--- config.mk ---
export PLATFORM = sky130hd
export DESIGN_NAME = hist_acq_sequencer
export DESIGN_NICKNAME = d
export VERILOG_FILES = /design/src/rtl/hist_acq_sequencer.sv
export SDC_FILE = /design/constraint.sdc
export NUM_CORES = 1
export LEC_CHECK = 0
export ABC_AREA = 1
export ABC_CLOCK_PERIOD_IN_PS = 3420
export CORE_AREA = 4 4 167 169
export CTS_BUF_LIST = sky130_fd_sc_hd__clkbuf_4 sky130_fd_sc_hd__clkbuf_8 sky130_fd_sc_hd__clkbuf_16
export DETAILED_ROUTE_END_ITERATION = 6
export DIE_AREA = 0 0 171 173
export GPL_ROUTABILITY_DRIVEN = 1
export PLACE_DENSITY = 0.64
export SLEW_MARGIN = 20
export SYNTH_ARGS = -nofsm -noshare
export SYNTH_HDL_FRONTEND = slang
export SYNTH_SLANG_ARGS = --single-unit
--- constraint.sdc ---
create_clock -name clk -period 3.42 [get_ports clk]
set_input_delay 1.026 -clock clk [delete_from_list [all_inputs] [get_ports clk]]
set_output_delay 1.026 -clock clk [all_outputs]
set_load 0.05 [all_outputs]
--- src/rtl/hist_acq_sequencer.sv ---
`default_nettype none
// ============================================================================
// Module   : hist_acq_sequencer
// Brief    : Runs configure/clear/acquire/readout cycles on a histogram core
//            and re-emits the readout as an indexed bin stream.
// Revision : 1.0
// ============================================================================
module hist_acq_sequencer #(
  parameter int CHANNEL_WIDTH = 6,
  parameter int SHIFT_WIDTH   = 6,
  parameter int DATA_WIDTH    = 32,
  parameter int BIN_COUNT     = 4096,
  parameter int CLEAR_CYCLES  = 4096,
  parameter int ACQ_WIDTH     = 32,
  parameter int READ_TIMEOUT  = 65536
) (
  input  logic                         clk,
  input  logic                         rst,
  input  logic                         start_i,
  input  logic                         abort_i,
  input  logic [CHANNEL_WIDTH-1:0]     cfg_click_channel_i,
  input  logic [CHANNEL_WIDTH-1:0]     cfg_start_channel_i,
  input  logic [SHIFT_WIDTH-1:0]       cfg_shift_val_i,
  input  logic [ACQ_WIDTH-1:0]         cfg_acq_cycles_i,
  input  logic [15:0]                  cfg_num_runs_i,
  output logic                         hist_config_en_o,
  output logic [CHANNEL_WIDTH-1:0]     hist_click_channel_o,
  output logic [CHANNEL_WIDTH-1:0]     hist_start_channel_o,
  output logic [SHIFT_WIDTH-1:0]       hist_shift_val_o,
  output logic                         hist_reset_o,
  output logic                         hist_read_start_o,
  input  logic [DATA_WIDTH-1:0]        hist_data_i,
  input  logic                         hist_valid_i,
  output logic [DATA_WIDTH-1:0]        m_data_o,
  output logic [$clog2(BIN_COUNT)-1:0] m_bin_o,
  output logic                         m_last_o,
  output logic                         m_valid_o,
  output logic                         busy_o,
  output logic                         done_o,
  output logic [15:0]                  run_count_o,
  output logic                         error_o
);

  localparam int c_bin_w  = $clog2(BIN_COUNT);
  localparam int c_clr_w  = $clog2(CLEAR_CYCLES + 1);
  localparam int c_tmo_w  = $clog2(READ_TIMEOUT + 1);
  localparam int c_cnt_w0 = (ACQ_WIDTH > c_clr_w) ? ACQ_WIDTH : c_clr_w;
  localparam int c_cnt_w  = (c_cnt_w0 > c_tmo_w) ? c_cnt_w0 : c_tmo_w;

  localparam logic [c_cnt_w-1:0] c_clr_last = c_cnt_w'(CLEAR_CYCLES - 1);
  localparam logic [c_cnt_w-1:0] c_tmo_last = c_cnt_w'(READ_TIMEOUT - 1);
  localparam logic [c_bin_w-1:0] c_bin_last = c_bin_w'(BIN_COUNT - 1);

  typedef enum logic [2:0] {
    S_IDLE     = 3'd0,
    S_CONFIG   = 3'd1,
    S_CLEAR    = 3'd2,
    S_ACQUIRE  = 3'd3,
    S_READ_REQ = 3'd4,
    S_READ     = 3'd5,
    S_DONE     = 3'd6
  } state_t;

  state_t                     r_state;
  state_t                     w_state_nxt;
  logic [c_cnt_w-1:0]         r_cnt;
  logic [c_bin_w-1:0]         r_bin;
  logic [CHANNEL_WIDTH-1:0]   r_click_ch;
  logic [CHANNEL_WIDTH-1:0]   r_start_ch;
  logic [SHIFT_WIDTH-1:0]     r_shift;
  logic [ACQ_WIDTH-1:0]       r_acq_last;
  logic [15:0]                r_num_runs;
  logic [15:0]                r_run_count;
  logic                       r_abort_pend;
  logic                       r_error;
  logic [DATA_WIDTH-1:0]      r_m_data;
  logic [c_bin_w-1:0]         r_m_bin;
  logic                       r_m_last;
  logic                       r_m_valid;

  logic                       w_start_ok;
  logic                       w_read_beat;
  logic                       w_last_beat;
  logic                       w_timeout;
  logic                       w_more_runs;
  logic [15:0]                w_rc_inc;

  always_comb begin
    w_state_nxt = r_state;
    w_start_ok  = (r_state == S_IDLE) && start_i && !abort_i;
    w_read_beat = (r_state == S_READ) && hist_valid_i;
    w_last_beat = w_read_beat && (r_bin == c_bin_last);
    w_timeout   = (r_state == S_READ) && !w_last_beat && (r_cnt == c_tmo_last);
    w_rc_inc    = (r_run_count == 16'hFFFF) ? r_run_count : r_run_count + 16'd1;
    w_more_runs = (r_num_runs == 16'd0) || (w_rc_inc < r_num_runs);

    case (r_state)
      S_IDLE: begin
        if (w_start_ok) w_state_nxt = S_CONFIG;
      end
      S_CONFIG: begin
        w_state_nxt = abort_i ? S_IDLE : S_CLEAR;
      end
      S_CLEAR: begin
        if (abort_i)                  w_state_nxt = S_IDLE;
        else if (r_cnt == c_clr_last) w_state_nxt = S_ACQUIRE;
      end
      S_ACQUIRE: begin
        if (abort_i)                              w_state_nxt = S_IDLE;
        else if (r_cnt == c_cnt_w'(r_acq_last))   w_state_nxt = S_READ_REQ;
      end
      S_READ_REQ: begin
        // An abort here is only recorded; the readout already requested must drain.
        w_state_nxt = S_READ;
      end
      S_READ: begin
        if (w_last_beat) begin
          if (r_abort_pend || abort_i) w_state_nxt = S_IDLE;
          else if (w_more_runs)        w_state_nxt = S_CLEAR;
          else                         w_state_nxt = S_DONE;
        end else if (w_timeout) begin
          w_state_nxt = S_IDLE;
        end
      end
      S_DONE: begin
        w_state_nxt = S_IDLE;
      end
      default: begin
        w_state_nxt = S_IDLE;
      end
    endcase
  end

  always_ff @(posedge clk) begin
    if (rst) begin
      r_state      <= S_IDLE;
      r_cnt        <= '0;
      r_bin        <= '0;
      r_click_ch   <= '0;
      r_start_ch   <= '0;
      r_shift      <= '0;
      r_acq_last   <= '0;
      r_num_runs   <= '0;
      r_run_count  <= '0;
      r_abort_pend <= 1'b0;
      r_error      <= 1'b0;
      r_m_data     <= '0;
      r_m_bin      <= '0;
      r_m_last     <= 1'b0;
      r_m_valid    <= 1'b0;
    end else begin
      r_state <= w_state_nxt;

      // Counter restarts on every state change and measures time-in-state.
      if (r_state == S_IDLE || w_state_nxt != r_state) r_cnt <= '0;
      else                                              r_cnt <= r_cnt + 1'b1;

      if (w_start_ok) begin
        r_click_ch  <= cfg_click_channel_i;
        r_start_ch  <= cfg_start_channel_i;
        r_shift     <= cfg_shift_val_i;
        r_acq_last  <= (cfg_acq_cycles_i == '0) ? '0 : cfg_acq_cycles_i - 1'b1;
        r_num_runs  <= cfg_num_runs_i;
        r_run_count <= '0;
        r_error     <= 1'b0;
      end

      if (r_state == S_IDLE)
        r_abort_pend <= 1'b0;
      else if ((r_state == S_READ_REQ || r_state == S_READ) && abort_i)
        r_abort_pend <= 1'b1;

      if (r_state == S_READ_REQ) r_bin <= '0;
      else if (w_read_beat)      r_bin <= r_bin + 1'b1;

      r_m_valid <= w_read_beat;
      r_m_last  <= w_last_beat;
      if (w_read_beat) begin
        r_m_data <= hist_data_i;
        r_m_bin  <= r_bin;
      end

      if (w_last_beat) r_run_count <= w_rc_inc;

      // Stray beats outside readout take precedence over the start-time clear.
      if (w_timeout || (hist_valid_i && r_state != S_READ)) r_error <= 1'b1;
    end
  end

  assign hist_config_en_o     = (r_state == S_CONFIG);
  assign hist_reset_o         = (r_state == S_CLEAR) && (r_cnt == '0);
  assign hist_read_start_o    = (r_state == S_READ_REQ);
  assign hist_click_channel_o = r_click_ch;
  assign hist_start_channel_o = r_start_ch;
  assign hist_shift_val_o     = r_shift;
  assign m_data_o             = r_m_data;
  assign m_bin_o              = r_m_bin;
  assign m_last_o             = r_m_last;
  assign m_valid_o            = r_m_valid;
  assign busy_o               = (r_state != S_IDLE);
  assign done_o               = (r_state == S_DONE);
  assign run_count_o          = r_run_count;
  assign error_o              = r_error;

endmodule
`default_nettype wire

==> impl_results.md <==
* HPWL Detailed at approximately 19,000 um
* Commonest non-fill, non-tap cell in the layout: nor2_1
* Worst skew pair latency at 0.43 ns
* Status: finished clean
* Area share of fa/ha/maj cells after synthesis at between 2 and 3%
* Psw at roughly 1200 uW
* WL final at around 25,000 um
* Period utilization at a little over nine tenths
* Vias at about 8,300
* # diodes at 0
* Final net count at 1,514
* Die H at about 170 um
* RSZ-0062 raised after global routing: no
* Syn nets at 1,337
* Leakage power at ~0.0046 uW
* Switching Fraction at between 20% and 30%
* Initial core utilization at between 30% and 40%
* Crit-path max cell delay at ~0.44 ns
* Routed WL per cell at between 10 and 15 um
* Maxcap violations at 0
* I/O Pins at around 190
* WP data arrival at approximately 2.2 ns
* Actual slew at the worst max-slew pin at ~0.70 ns
* Total gr overflow at 0
* Share of cells above drive strength 1 at ~6.9%
* Final Max Tran Viols at 0
* Internal power at roughly 3600 uW
* Data required, critical path at ~2.4 ns
* Post-route insts no fill at about 1,700
* Final setup TNS at 0 ns
* Drt first-iter violations at slightly below 400
* H-tree depth at 4
* Initial antenna violation count at 0
* Yosys top cell by area: dfxtp_1
* Largest family of logic cells by synthesized area: simple AND/OR/NAND/NOR gates
* Clock share of power at approximately 45%
* Post-synthesis mux area share at less than 1%
* Mapped Cells at roughly 1,200
* Part of the power in combinational logic at between 10% and 20%
* R2R Path Start: run_count_o[0]
* CP Class: flip-flop to primary output
* Synth Register Bits at 177
* Post-synth ARST share at 0%
* CP Buf/Inv Count at 2
* Syn. warnings at 0
* WHS Endpoint: m_bin_o[11]
* Clock Path Buffers at 2
* Met3 WL post-DR at approximately 1600 um
* CP Launch Type: flip-flop
* Crit. End Element: primary output
* F_max at 309.0 MHz
* Setup Skew at 0.01669 ns
* Largest net degree at the start of global routing at 57
* Worst path slowest cell: nor4b_2
* Crit-path max FO at 4
* PortBufs at 188
* Crit-path cells: inv_1 -> nand3_1 -> nor3_1 -> nand2_1 -> nor2_1 -> nor4b_2 -> buf_12
* Final setup fails at 0
* WL met2 at 11,940 um
* Vias per cell at between 4 and 5
* Inst Count DP at around 1,700
* Peak VDD IR at 0.3027 mV
* Placeable Area at 26,580 um2
* Yosys top cell area share at between 40% and 50%
* TritonRoute pass-1 iters at 5
* Reg2reg path depth at 16
* Worst hold path stage count at 2
* M1 WL at about 11,000 um
* FP Rows at 60
* Synth Flop Type: dfxtp_1
* Die area at just under 30,000 um2
* Top sig layer: met4
* TritonCTS buffer count at 17
* Hold path start: m_bin_o[11]
* Number of global-route vias before repair at 8,089
* Post-Synth Simple-Gate Area at between 20 and 30%
* Post-synth EDFFs at 0
* Die W at approximately 170 um
* Top delay family on crit path: simple AND/OR/NAND/NOR gates
* GPL Wtd Cong at between 0.8 and 0.9
* Residual DRC count at 0
* Flop pwr share at between 40 and 50%
* Fillcell total at between 2,000 and 3,000
* Worst hold path type: flip-flop to flip-flop
* Antenna-violating nets left at 0
* R2R setup slack at between 0.4 and 0.5 ns
* Post-CTS Hold Buffers at 0
* Synth Area in Compound Gates at a little under an eighth
* Worst setup path start: r_cnt[21]
* Netlist Area Pre-Place at 8817 um2
* Register area share after synthesis at around two fifths
* Slew HR at approximately 53%
* Xor/xnor cell area share of the yosys netlist at under 10%
* Most frequent cells in the layout: nor2_1, nand2_1, clkdlybuf4s50_1, dfxtp_1, inv_1
* Synth cell types at 47
* Power per cell area at just over 400 nW/um2
* Root Buffer: clkbuf_16
* Mean Syn Cell Area at a little over 7 um2
* Clock sink count at around 180
* TritonCTS clock tree: yes
* Syn-to-layout area delta at 33.46%
* Top cells by area, synth: dfxtp_1, nor2_1, nand2_1
* Tmin final at 3.236 ns
* First-pass GRT wire length at 41,190 um
* Clk slew on worst S/H paths at 0.07 ns
* Reg2reg end: r_state[2]
* Final hold vios at 0
* GRT Util Overall at about 17%
-- power by group through the flow --
| stage | Combinational [uW] | Sequential (uW) | Clock (uW) |
|---|---|---|---|
| 2_1_floorplan | 233 | 2240 | 0 |
| 4_1_cts | 538 | 2140 | 2210 |
| 3_3_place_gp | 533 | 2190 | 0 |
| 6_report | 534 | 2140 | 2160 |
| 5_1_grt | 588 | 2150 | 2290 |
| 3_5_place_dp | 536 | 2190 | 0 |
-- layer usage --
metal,up-vias,track usage (%)
met5,-,0
met4,0,4.754
met3,19,5.350
met2,191,27.56
met1,3786,21.67
li1,4308,-
-- repair_timing --
item	CTS	global route
setup endpoints to repair	0	1
gates resized for setup	0	1
hold endpoints to repair	0	0
setup buffers	0	0
-- registers in the layout (all words and copies together) (netlist names) --
signal                flops
error_o                   1
hist_click_channel_o      6
hist_shift_val_o          6
hist_start_channel_o      6
m_bin_o                  12
m_data_o                 32
m_last_o                  1
m_valid_o                 1
r_abort_pend              1
r_acq_last               32
r_bin                    12
r_cnt                    32
r_num_runs               16
r_state                   3
run_count_o              16
-- cells in the mapped netlist, types with 3 or more instances --
cell type	count
a211oi_1	3
a21oi_1	82
a22oi_1	3
buf_2	6
buf_4	3
clkbuf_1	37
dfxtp_1	177
ha_1	20
inv_1	109
nand2_1	186
nand2_2	4
nand3_1	52
nand4_1	18
nor2_1	228
nor2_2	3
nor3_1	41
nor3b_1	14
nor3b_2	4
nor4_1	10
o21a_1	3
o21ai_0	85
or2_2	14
xnor2_1	32
xor2_1	49
-- worst register-to-register path: cells and delay by family (launching register included) --
| kind | cells | cell delay [ns] |
|---|---|---|
| and+or+nand+nor | 10 | 1.32 |
| adders and majority gates | 2 | 0.55 |
| xor gates and xnor gates | 1 | 0.18 |
| buffers and inverters | 1 | 0.07 |
| AOI/OAI and AO/OA | 2 | 0.40 |
| DFF | 1 | 0.37 |
-- final cells by class --
| cell class | instances | area [um2] | area share [%] |
|---|---|---|---|
| multi-input combinational | 878 | 4664 | 39.64 |
| sequential | 177 | 3543 | 30.11 |
| timing repair buffer | 206 | 2062 | 17.52 |
| clock buffer | 18 | 432.9 | 3.679 |
| tap | 341 | 426.7 | 3.626 |
| inverter | 111 | 416.7 | 3.541 |
| clock inverter | 14 | 221.5 | 1.882 |
-- how the worst max path moves through the flow --
stage	to	slack (ns)	depth (start not counted)
floorplan	r_state[2]	0.49	16
global placement	r_acq_last[27]	0.16	14
detailed placement	r_acq_last[27]	0.09	14
CTS	hist_read_start_o	0.04	4
global route	hist_reset_o	0.002	7
finish	hist_reset_o	0.18	7
-- cell families (layout without fill, tap and decap cells) --
group | after synthesis | in the layout
flops | 177 | 177
mux | 1 | 1
buf+inv | 159 | 349
compound gates | 189 | 189
simple gates | 586 | 586
fa+ha+maj | 20 | 20
xor+xnor | 82 | 82
-- stage by stage --
step | hold slack (ns) | power [uW] | area (um2) | util (%) | setup WS (ns)
after floorplan | 0.4494 | 2474 | 8823 | - | 0.4890
after global placement | 0.4491 | 2723 | 11110 | 41.80 | 0.1647
after detailed placement | 0.4556 | 2728 | 11110 | 41.80 | 0.08920
after CTS | 0.4640 | 4894 | 11760 | 44.26 | 0.03824
after global routing | 0.4983 | 5030 | 11770 | 44.28 | 0.001948
final | 0.4647 | 4836 | 11770 | 44.28 | 0.1841
Power figures use the tool's default switching activity.
